--- src/rtl/wb_gpio_pkg.sv ---
// Shared definitions for the Wishbone GPIO bank.
// Holds the bus data width, the default INFO identifier, the register
// byte offsets, the register-select encoding (adr_i[4:2]) and a helper that
// expands Wishbone byte enables into a per-bit lane mask.
package wb_gpio_pkg;

  localparam int unsigned DATA_W = 32;
  localparam int unsigned SEL_W  = DATA_W / 8;

  localparam logic [15:0] INFO_ID_DEFAULT = 16'h6770;

  localparam logic [4:0] OFS_OUT      = 5'h00;
  localparam logic [4:0] OFS_OE       = 5'h04;
  localparam logic [4:0] OFS_IN       = 5'h08;
  localparam logic [4:0] OFS_IRQ_EN   = 5'h0C;
  localparam logic [4:0] OFS_IRQ_RISE = 5'h10;
  localparam logic [4:0] OFS_IRQ_STAT = 5'h14;
  localparam logic [4:0] OFS_INFO     = 5'h18;
  localparam logic [4:0] OFS_RSVD     = 5'h1C;

  // Word index of each register, i.e. adr_i[4:2].
  typedef enum logic [2:0] {
    REG_OUT      = 3'd0,
    REG_OE       = 3'd1,
    REG_IN       = 3'd2,
    REG_IRQ_EN   = 3'd3,
    REG_IRQ_RISE = 3'd4,
    REG_IRQ_STAT = 3'd5,
    REG_INFO     = 3'd6,
    REG_RSVD     = 3'd7
  } reg_sel_e;

  function automatic logic [DATA_W-1:0] byte_lane_mask(input logic [SEL_W-1:0] sel);
    logic [DATA_W-1:0] m;
    m = '0;
    for (int unsigned i = 0; i < SEL_W; i++) begin
      m[i*8 +: 8] = {8{sel[i]}};
    end
    return m;
  endfunction

endpackage

--- src/rtl/wb_gpio_bank_sync_edge.sv ---
// gpio_sync_edge: two-flop synchroniser for asynchronous pad inputs plus a
// third flop holding the previous synchronised value, used to detect edges.
//   clk_i   : clock, rising edge
//   rst_i   : synchronous active-high reset, clears every flop
//   async_i : asynchronous pad inputs
//   sync_o  : second-stage synchronised value
//   rise_o  : registered one-cycle pulse per bit on a 0->1 transition
//   fall_o  : registered one-cycle pulse per bit on a 1->0 transition
module gpio_sync_edge #(
  parameter int unsigned WIDTH = 8
) (
  input  logic             clk_i,
  input  logic             rst_i,
  input  logic [WIDTH-1:0] async_i,
  output logic [WIDTH-1:0] sync_o,
  output logic [WIDTH-1:0] rise_o,
  output logic [WIDTH-1:0] fall_o
);

  logic [WIDTH-1:0] meta_q;
  logic [WIDTH-1:0] sync_q;
  logic [WIDTH-1:0] prev_q;

  // Edge pulses are registered, so a pad change captured at edge k is
  // visible as a pulse after edge k+2 and can set status at edge k+3.
  always_ff @(posedge clk_i) begin
    if (rst_i) begin
      meta_q <= '0;
      sync_q <= '0;
      prev_q <= '0;
      rise_o <= '0;
      fall_o <= '0;
    end else begin
      meta_q <= async_i;
      sync_q <= meta_q;
      prev_q <= sync_q;
      rise_o <= sync_q & ~prev_q;
      fall_o <= ~sync_q & prev_q;
    end
  end

  assign sync_o = sync_q;

endmodule

--- src/rtl/wb_gpio_bank.sv ---
// wb_gpio_bank: Wishbone-classic slave with NUM_CH GPIO channels, per-channel
// output/enable registers, synchronised inputs and edge interrupts.
//   clk_i, rst_i            : clock and synchronous active-high reset
//   adr_i, dat_i, dat_o     : byte address (adr_i[4:2] selects), write/read data
//   sel_i, we_i, stb_i, cyc_i, ack_o : Wishbone classic control
//   gpio_i                  : asynchronous pad inputs
//   gpio_o, gpio_oe         : pad output value and output enable
//   irq_o                   : registered level interrupt
module wb_gpio_bank
  import wb_gpio_pkg::*;
#(
  parameter int unsigned NUM_CH  = 8,
  parameter logic [15:0] INFO_ID = INFO_ID_DEFAULT
) (
  input  logic              clk_i,
  input  logic              rst_i,
  input  logic [4:0]        adr_i,
  input  logic [DATA_W-1:0] dat_i,
  output logic [DATA_W-1:0] dat_o,
  input  logic [SEL_W-1:0]  sel_i,
  input  logic              we_i,
  input  logic              stb_i,
  input  logic              cyc_i,
  output logic              ack_o,
  input  logic [NUM_CH-1:0] gpio_i,
  output logic [NUM_CH-1:0] gpio_o,
  output logic [NUM_CH-1:0] gpio_oe,
  output logic              irq_o
);

  localparam logic [7:0] NUM_CH_B = 8'(NUM_CH);

  logic [NUM_CH-1:0] out_q, oe_q, en_q, rise_sel_q, stat_q;
  logic [NUM_CH-1:0] out_d, oe_d, en_d, rise_sel_d, stat_d;
  logic [NUM_CH-1:0] sync_val, rise_ev, fall_ev;
  logic [NUM_CH-1:0] wmask, wdat;
  logic [DATA_W-1:0] lane_mask;
  logic [DATA_W-1:0] rd_data;
  logic              req, wr, rd;
  reg_sel_e          rsel;
  logic              unused_bits;

  gpio_sync_edge #(.WIDTH(NUM_CH)) u_sync (
    .clk_i  (clk_i),
    .rst_i  (rst_i),
    .async_i(gpio_i),
    .sync_o (sync_val),
    .rise_o (rise_ev),
    .fall_o (fall_ev)
  );

  // ack_o gates the request, so a held strobe is served every other cycle.
  assign req  = stb_i & cyc_i & ~ack_o;
  assign wr   = req & we_i;
  assign rd   = req & ~we_i;
  assign rsel = reg_sel_e'(adr_i[4:2]);

  assign lane_mask = byte_lane_mask(sel_i);
  assign wmask     = lane_mask[NUM_CH-1:0];
  assign wdat      = dat_i[NUM_CH-1:0];

  // Byte-lane and upper data bits beyond NUM_CH have no destination.
  assign unused_bits = ^{adr_i[1:0], dat_i, lane_mask};

  always_comb begin
    out_d      = out_q;
    oe_d       = oe_q;
    en_d       = en_q;
    rise_sel_d = rise_sel_q;
    stat_d     = stat_q;
    if (wr) begin
      case (rsel)
        REG_OUT:      out_d      = (out_q & ~wmask) | (wdat & wmask);
        REG_OE:       oe_d       = (oe_q & ~wmask) | (wdat & wmask);
        REG_IRQ_EN:   en_d       = (en_q & ~wmask) | (wdat & wmask);
        REG_IRQ_RISE: rise_sel_d = (rise_sel_q & ~wmask) | (wdat & wmask);
        REG_IRQ_STAT: stat_d     = stat_q & ~(wdat & wmask);
        default:      ;
      endcase
    end
    // Set is applied after the W1C clear so a coincident event wins.
    stat_d = stat_d | (en_q & ((rise_sel_q & rise_ev) | (~rise_sel_q & fall_ev)));
  end

  always_comb begin
    rd_data = '0;
    case (rsel)
      REG_OUT:      rd_data = DATA_W'(out_q);
      REG_OE:       rd_data = DATA_W'(oe_q);
      REG_IN:       rd_data = DATA_W'(sync_val);
      REG_IRQ_EN:   rd_data = DATA_W'(en_q);
      REG_IRQ_RISE: rd_data = DATA_W'(rise_sel_q);
      REG_IRQ_STAT: rd_data = DATA_W'(stat_q);
      REG_INFO:     rd_data = {INFO_ID, 8'h00, NUM_CH_B};
      default:      rd_data = '0;
    endcase
  end

  always_ff @(posedge clk_i) begin
    if (rst_i) begin
      ack_o      <= 1'b0;
      dat_o      <= '0;
      irq_o      <= 1'b0;
      out_q      <= '0;
      oe_q       <= '0;
      en_q       <= '0;
      rise_sel_q <= '0;
      stat_q     <= '0;
    end else begin
      ack_o      <= req;
      if (rd) begin
        dat_o <= rd_data;
      end
      out_q      <= out_d;
      oe_q       <= oe_d;
      en_q       <= en_d;
      rise_sel_q <= rise_sel_d;
      stat_q     <= stat_d;
      irq_o      <= |(stat_q & en_q);
    end
  end

  assign gpio_o  = out_q;
  assign gpio_oe = oe_q;

endmodule
--- config.mk ---
export PLATFORM = sky130hd
export DESIGN_NAME = wb_gpio_bank
export DESIGN_NICKNAME = d
export VERILOG_FILES = /design/src/rtl/wb_gpio_pkg.sv /design/src/rtl/wb_gpio_bank_sync_edge.sv /design/src/rtl/wb_gpio_bank.sv
export SDC_FILE = /design/constraint.sdc
export NUM_CORES = 1
export LEC_CHECK = 0
export ABC_AREA = 1
export ABC_CLOCK_PERIOD_IN_PS = 1400
export CORE_UTILIZATION = 48
export DETAILED_ROUTE_END_ITERATION = 6
export PLACE_DENSITY = 0.77
export REMOVE_ABC_BUFFERS = 1
export SYNTH_ARGS = -nofsm -noshare
export SYNTH_HDL_FRONTEND = slang
export SYNTH_SLANG_ARGS = --single-unit
--- constraint.sdc ---
create_clock -name clk_i -period 1.4 [get_ports clk_i]
set_input_delay 0.35 -clock clk_i [delete_from_list [all_inputs] [get_ports clk_i]]
set_output_delay 0.35 -clock clk_i [all_outputs]
set_load 0.02 [all_outputs]
## Word-level counts from Yosys, hierarchy flattened

Cells that the tools add are included.

- Equal/unequal tests: 6
- Muxes and demuxes: 3
- Bitwise operators: 29
- Reductions and logical operators: 6

Operator list:

| operator | count |
|---|---|
| $pmux W31 S7 | 1 |
| $and A8 B8 Y8 | 12 |
| $or A8 B8 Y8 | 6 |
| $not A8 Y8 | 5 |
| $mux W8 | 2 |
| $eq A3 B3 Y1 const B | 3 |
| $reduce_and A2 Y1 | 4 |
| $reduce_or A8 Y1 | 1 |
| $eq A3 B2 Y1 const B | 2 |
| $and A1 B1 Y1 | 4 |
| $eq A3 B1 Y1 const B | 1 |
| $logic_not A3 Y1 | 1 |
| $not A1 Y1 | 2 |

- Register bits: 114
- Input port bits: 54
- Output and inout bits: 50
- Logic and storage cells: 57

## Longest topological paths before layout

Gate-level depths: netlist of the first run.

- Word-level depth: 6
- Mapped depth: 9
- Mapped depth without buffers: 7

## Modules after synthesis

From an unflattened synthesis of the first run, not the netlist that was laid out.

- Cell total of the unflattened synthesis: 513
- Area total of the unflattened synthesis: 3915.0 µm²

Modules (own cells, without submodules):

| module | times used | cells an instance | area an instance (µm²) | seq. area each (µm²) |
|---|---|---|---|---|
| wb_gpio_bank | 1 | 393 | 2803.9 | 1021.0 |
| gpio_sync_edge | 1 | 120 | 1111.1 | 800.8 |

## Worst setup path before layout of the first run

OpenSTA, ideal clock, no wires.

- Path kind: reg2reg
- Start point: register ack_o
- End point: register (tool-made name)
- Library setup time: 0.119 ns
- Arrival time: 1.122 ns
- Required time: 1.281 ns
- Path slack: 0.158 ns
- Stages on the path, launching flop included: 8
- Buffers on the path: 1
- Clock period less this slack: 1.242 ns
- Path through: dfxtp_1 inv_1 nand3_2 nor2_4 nand3_2 buf_2 o21ai_0 a21oi_1

RTL lines:

| item | line | text |
|---|---|---|
| from (decl) | wb_gpio_bank.sv:24 | `output logic ack_o,` |
| from (signal assigned) | wb_gpio_bank.sv:110 | `ack_o <= req;` |

==> results.ini, run 1 <==
[outcome]
status=completed

[drt]
drc=0
via_per_inst=5.178
routedWlPerCell_um=14.02
wl_um=9789
ant_nets=0
num_vias=3614
dr.pass1.iters=5
drt-initial-drc-count=185

[power]
vdd_drop_max_mv=0.7230
power_density_nw_per_um2=1008
p_leak_uw=0.002108

[layout]
nets=645
syn_to_final_growth_pct=26.72
antennaDiodeCount=0
drive_gt1_share_pct=22.32
fin_cells=698

[place]
portBuffers=58
dp_cells=676
place_hpwl_um=6975
place_congestion=0.8898

[worst_hold_path]
min_path_type=primary input to register

[global_route]
grt_pass1_wl_um=15790
top_usage_layer=met2
gr-usage-all-layers_pct=24.33
gr-usage-met2_pct=38.78
met3_usage_pct=4.561
use_met1_pct=32.95
antenna_found_initial=0
grt_max_degree=34
grt_remaining_overflow=0
grt_pass1_vias=3221

[timing]
fmax_mhz=714.4
rsz0062_at_grt=yes
whs_ns=0.3616
finClkSkew_ns=0.01425
setup_viol=0
period_minus_slack_ns=1.400
drv_slew=0
hold_viol=0
min_period_over_period_pct=99.99

[clocking]
cts_root_buffer=clkbuf_8
clk_latency_ns=0.38
cts_buffers=9
cts.sinks=91
htreeDepth=3
clk_pin_slew_ns=0.10
ctsHoldBuffers=0
cts_tree=built
cts.path.max_buffers=2

[floorplan]
io_pins=104
core_um2=7767
dieArea_um2=8402
rows=32
dieWidth_um=91.66
start_util_pct=49.68
dieHeight_um=91.66

[yosys]
ys_warn_count=0
syn-cell-area_um2=3859
ys_ff_latch=91
netlist-cell-type-count=27
synth_edf_count=0
syn_inst=510
synthArstFlopShare_pct=0
ys_seq_area_share_pct=47.21
avgSynthCellArea_um2=7.566
synth_ff_type=dfxtp_1

[worst_setup_path]
crit_slowest_cell=clkdlybuf4s50_1
rr_worst_depth=7
timing.reg2reg.setup_slack_ns=0.08
cp.depth=7
critPathRequiredTime_ns=1.66
endpoint_kind=register
slowest_delay_ns=0.50
r2r-start=ack_o
worstPathArrival_ns=1.66
worstSetupPathType=primary input to register
cp_max_fo=15
cp-start-kind=primary input
cp.buffers_inverters=2
worstPathCellList=clkdlybuf4s50_1 > nand2_2 > nor2_4 > buf_4 > nand2_4 > o21ai_1 > a21oi_1
startpoint=we_i
critical-path-top-delay-family=buffers and inverters

[job]
drv_cap=0

logic make-up (layout without fill, tap and decap cells):
| family | Yosys count | in the layout | synth area share [%] |
|---|---|---|---|
| AOI/OAI and AO/OA | 80 | 80 | 10.83 |
| buffers and inverters | 106 | 176 | 13.98 |
| DFF | 91 | 91 | 47.21 |
| other | 1 | 16 | 0.09718 |
| and+or+nand+nor | 232 | 233 | 27.89 |
worst register-to-register path, delay by kind of cell, from the launching register on:
kind,cells,cell delay [ns]
AO/OA/AOI/OAI,2,0.21
buffers and inverters,2,0.24
flip-flops,1,0.32
AND/OR/NAND/NOR,3,0.44
routing by layer:
metal  share of wire [%]  vias to the layer above
li1                    -                     1775
met1                  45                     1656
met2                  47                      159
met3                 6.5                       24
met4                 1.6                        0
met5                   0                        -
metrics by stage:
| step | utilization (%) | instance area (µm²) | TNS [ns] | setup WS (ns) | total power [µW] |
|---|---|---|---|---|---|
| floorplan | - | 3592 | -2.410 | -0.3527 | 2900 |
| global placement | 59.49 | 4621 | -18.04 | -0.4547 | 3193 |
| detailed placement | 59.49 | 4621 | -19.02 | -0.4908 | 3202 |
| CTS | 63.14 | 4905 | -0.1520 | -0.03233 | 4907 |
| global route | 62.95 | 4890 | -0.2852 | -0.03466 | 5084 |
| finish | 62.95 | 4890 | 0 | 0.0001296 | 4930 |
how the worst min path moves through the flow:
stage / from / end / slack [ns] / cells past startpoint
after floorplan: u_sync.meta_q[0] / u_sync.sync_o[0] / 0.39 / 2
after global placement: u_sync.meta_q[3] / u_sync.sync_o[3] / 0.39 / 2
after detailed placement: u_sync.meta_q[5] / u_sync.sync_o[5] / 0.40 / 2
after CTS: u_sync.meta_q[3] / u_sync.sync_o[3] / 0.41 / 2
after global routing: cyc_i / ack_o / 0.38 / 4
final: cyc_i / ack_o / 0.36 / 4
synthesized netlist by cell type (all sizes together) (2+ instances only):
library cell,instances,share of area (%)
dfxtp,91,47
nor2,90,9.4
nand2,72,7.3
inv,57,5.6
o21ai,42,5.6
buf,41,7.6
a21oi,35,4.5
nand3,31,4.7
nand4,29,4.7
nor3,10,1.9
clkbuf,8,0.78
a221oi,2,0.45
area by class of cell:
cell class | instances | area [µm²]
fillers | 686 | 2878
flip-flops and latches | 91 | 1838
multi-input cells | 329 | 1608
repair buffers | 103 | 895.9
inverters | 57 | 226.5
well taps | 102 | 127.6
clock buffers | 9 | 123.9
clock inverters | 7 | 70.07
power by group:
group / internal (µW) / switching (µW) / total [µW]
Combinational: 201 / 309 / 510
Sequential: 2630 / 24.2 / 2660
Clock: 695 / 1070 / 1760
Total: 3530 / 1400 / 4930
placed cells by master (no fill, tap or decap), types with 12 or more instances in the layout:
| cell | count |
|---|---|
| o21ai_1 | 23 |
| conb_1 | 16 |
| a21oi_1 | 35 |
| nor2_1 | 87 |
| inv_1 | 50 |
| nand4_1 | 29 |
| nand3_1 | 26 |
| clkdlybuf4s50_1 | 18 |
| clkdlybuf4s15_2 | 15 |
| dfxtp_1 | 80 |
| nand2_1 | 69 |
| o21ai_0 | 12 |
| buf_4 | 35 |
timing repair:
item / CTS / global route
resized for setup: 106 / 60
endpoints found under the hold margin: 0 / 0
buffers inserted: 4 / 0
gates cloned: 1 / 1
endpoints found under the setup margin: 59 / 53
pin swaps: 2 / 4
Note: power is estimated with default switching activity, not from simulation.
==> run 2, diff against run 1 <==
Settings changed: CELL_PAD_IN_SITES_DETAIL_PLACEMENT set to 1, CELL_PAD_IN_SITES_GLOBAL_PLACEMENT set to 2, CORE_UTILIZATION 48 to 27, PLACE_DENSITY 0.77 to 0.78.
==> results.ini, run 2 (synthesis gave the netlist of run 1 again) <==
[worst_hold_path]
min-delay-start=u_sync.meta_q[4]
min_path_type=register to register

[place]
dp_slack_ns=-0.5089
portBuffers=58
place_congestion=0.8461
place_hpwl_um=8534

[layout]
drive_gt1_share_pct=19.93
nets=654
antennaDiodeCount=0
layout_common_cells=88 x nor2_1, 88 x dfxtp_1, 65 x nand2_1
syn_to_final_growth_pct=34.86
fillers=1691
register_area_um2=1826
multi_input_area_um2=1642

[worst_setup_path]
cp-start-kind=register
cp.buffers_inverters=1
critical-path-top-delay-family=flip-flops
r2r-start=ack_o
crit_slowest_cell=dfxtp_1
slowest_delay_ns=0.36
worstSetupPathType=register to output pin
cp_max_fo=2
worstPathArrival_ns=1.02
endpoint_kind=output pin
critPathRequiredTime_ns=1.05
worstPathCellList=clkdlybuf4s15_1

[outcome]
status=completed

[floorplan]
dieWidth_um=121.5
dieHeight_um=121.5
dieArea_um2=14770
start_util_pct=27.69
rows=43
core_um2=13930
io_pins=104

[timing]
period_minus_slack_ns=1.372
worst_slack_ns=0.02842
hold_viol=0
setup_viol=0
fmax_mhz=729.1
drv_slew=0
finClkSkew_ns=0.007570
min_period_over_period_pct=97.97
rsz0062_at_grt=yes

[power]
total_power_uw=5385
power.switching_uw=1310
seqPwrFrac_pct=49.4
p_clk_share_pct=40.5
p_int_uw=4075
switching_share_pct=24.33
power_frac_comb_pct=10.1
p_leak_uw=0.002213
vdd_drop_max_mv=0.5383
power_density_nw_per_um2=1035

[global_route]
grt_pass1_vias=3559
gr-usage-all-layers_pct=17.41
grt_remaining_overflow=0
grt_pass1_wl_um=19220
grt_max_degree=48
antenna_found_initial=0

[clocking]
ctsHoldBuffers=0
cts.path.max_buffers=2
cts.sinks=91
cts_tree=built
htreeDepth=3
cts_root_buffer=clkbuf_16
clk_latency_ns=0.35
clk_pin_slew_ns=0.06
cts_buffers=9

[drt]
ant_nets=0
dr.pass1.iters=4
routedWlPerCell_um=15.41
drt-initial-drc-count=193
via_per_inst=4.592
wl_um=12050
drc=0
num_vias=3591

[job]
drv_cap=0

run 2: cell count changes in the layout (fill, tap and decap cells not counted), sizes merged, moves of 2 or more:
cell	change
dlygate4sd2	+10
clkinv	-2
inv	-4
clkbuf	-2
buf	+8
clkdlybuf4s50	-2
run 2: cell type report:
class / instances / area share (%)
Multi-Input combinational cell: 329 / 31.55
Clock buffer: 13 / 4.809
Timing Repair Buffer: 112 / 19.84
Inverter: 57 / 4.400
Tap cell: 180 / 4.328
Sequential cell: 91 / 35.08
run 2: per-layer routing:
layer	vias to the layer above	routed length [µm]	GRT usage, %
met5	-	0	0
met4	0	275	7.793
met3	20	648	3.652
met2	95	5454	27.10
met1	1687	5676	23.11
li1	1789	-	-
run 2: path summary, 6_finish.rpt:
kind	endpoint	slack [ns]	depth (start not counted)
worst max-delay path	gpio_oe[7]	0.03	1
worst min-delay path	u_sync.sync_o[4]	0.40	2
worst max register to register	stat_q[4]	0.04	9
worst min register to register	u_sync.sync_o[4]	0.40	2
run 2: stage by stage:
stage,hold slack (ns),instances,setup TNS (ns),util [%],area (µm²)
2_1_floorplan,0.3883,476,-2.410,-,3592
3_3_place_gp,0.3905,764,-19.32,34.40,4793
3_5_place_dp,0.3985,764,-20.80,34.40,4793
4_1_cts,0.4067,781,-0.02871,37.08,5167
5_1_grt,0.4199,782,-0.1067,37.34,5204
6_report,0.4036,782,0,37.34,5204
run 2: what timing repair did:
item                       CTS  global route
cloned                       2             0
pin swaps                    9             7
setup buffers                2             1
gates resized for setup     98            44
setup endpoints to repair   72            58
run 2: power by group through the flow:
| stage | clock (µW) | combinational, µW | sequential [µW] |
|---|---|---|---|
| final | 2180 | 544 | 2660 |
| after global routing | 2340 | 591 | 2660 |
| after CTS | 2260 | 532 | 2660 |
| after detailed placement | 0 | 509 | 2720 |
| after global placement | 0 | 502 | 2720 |
| after floorplan | 0 | 168 | 2730 |
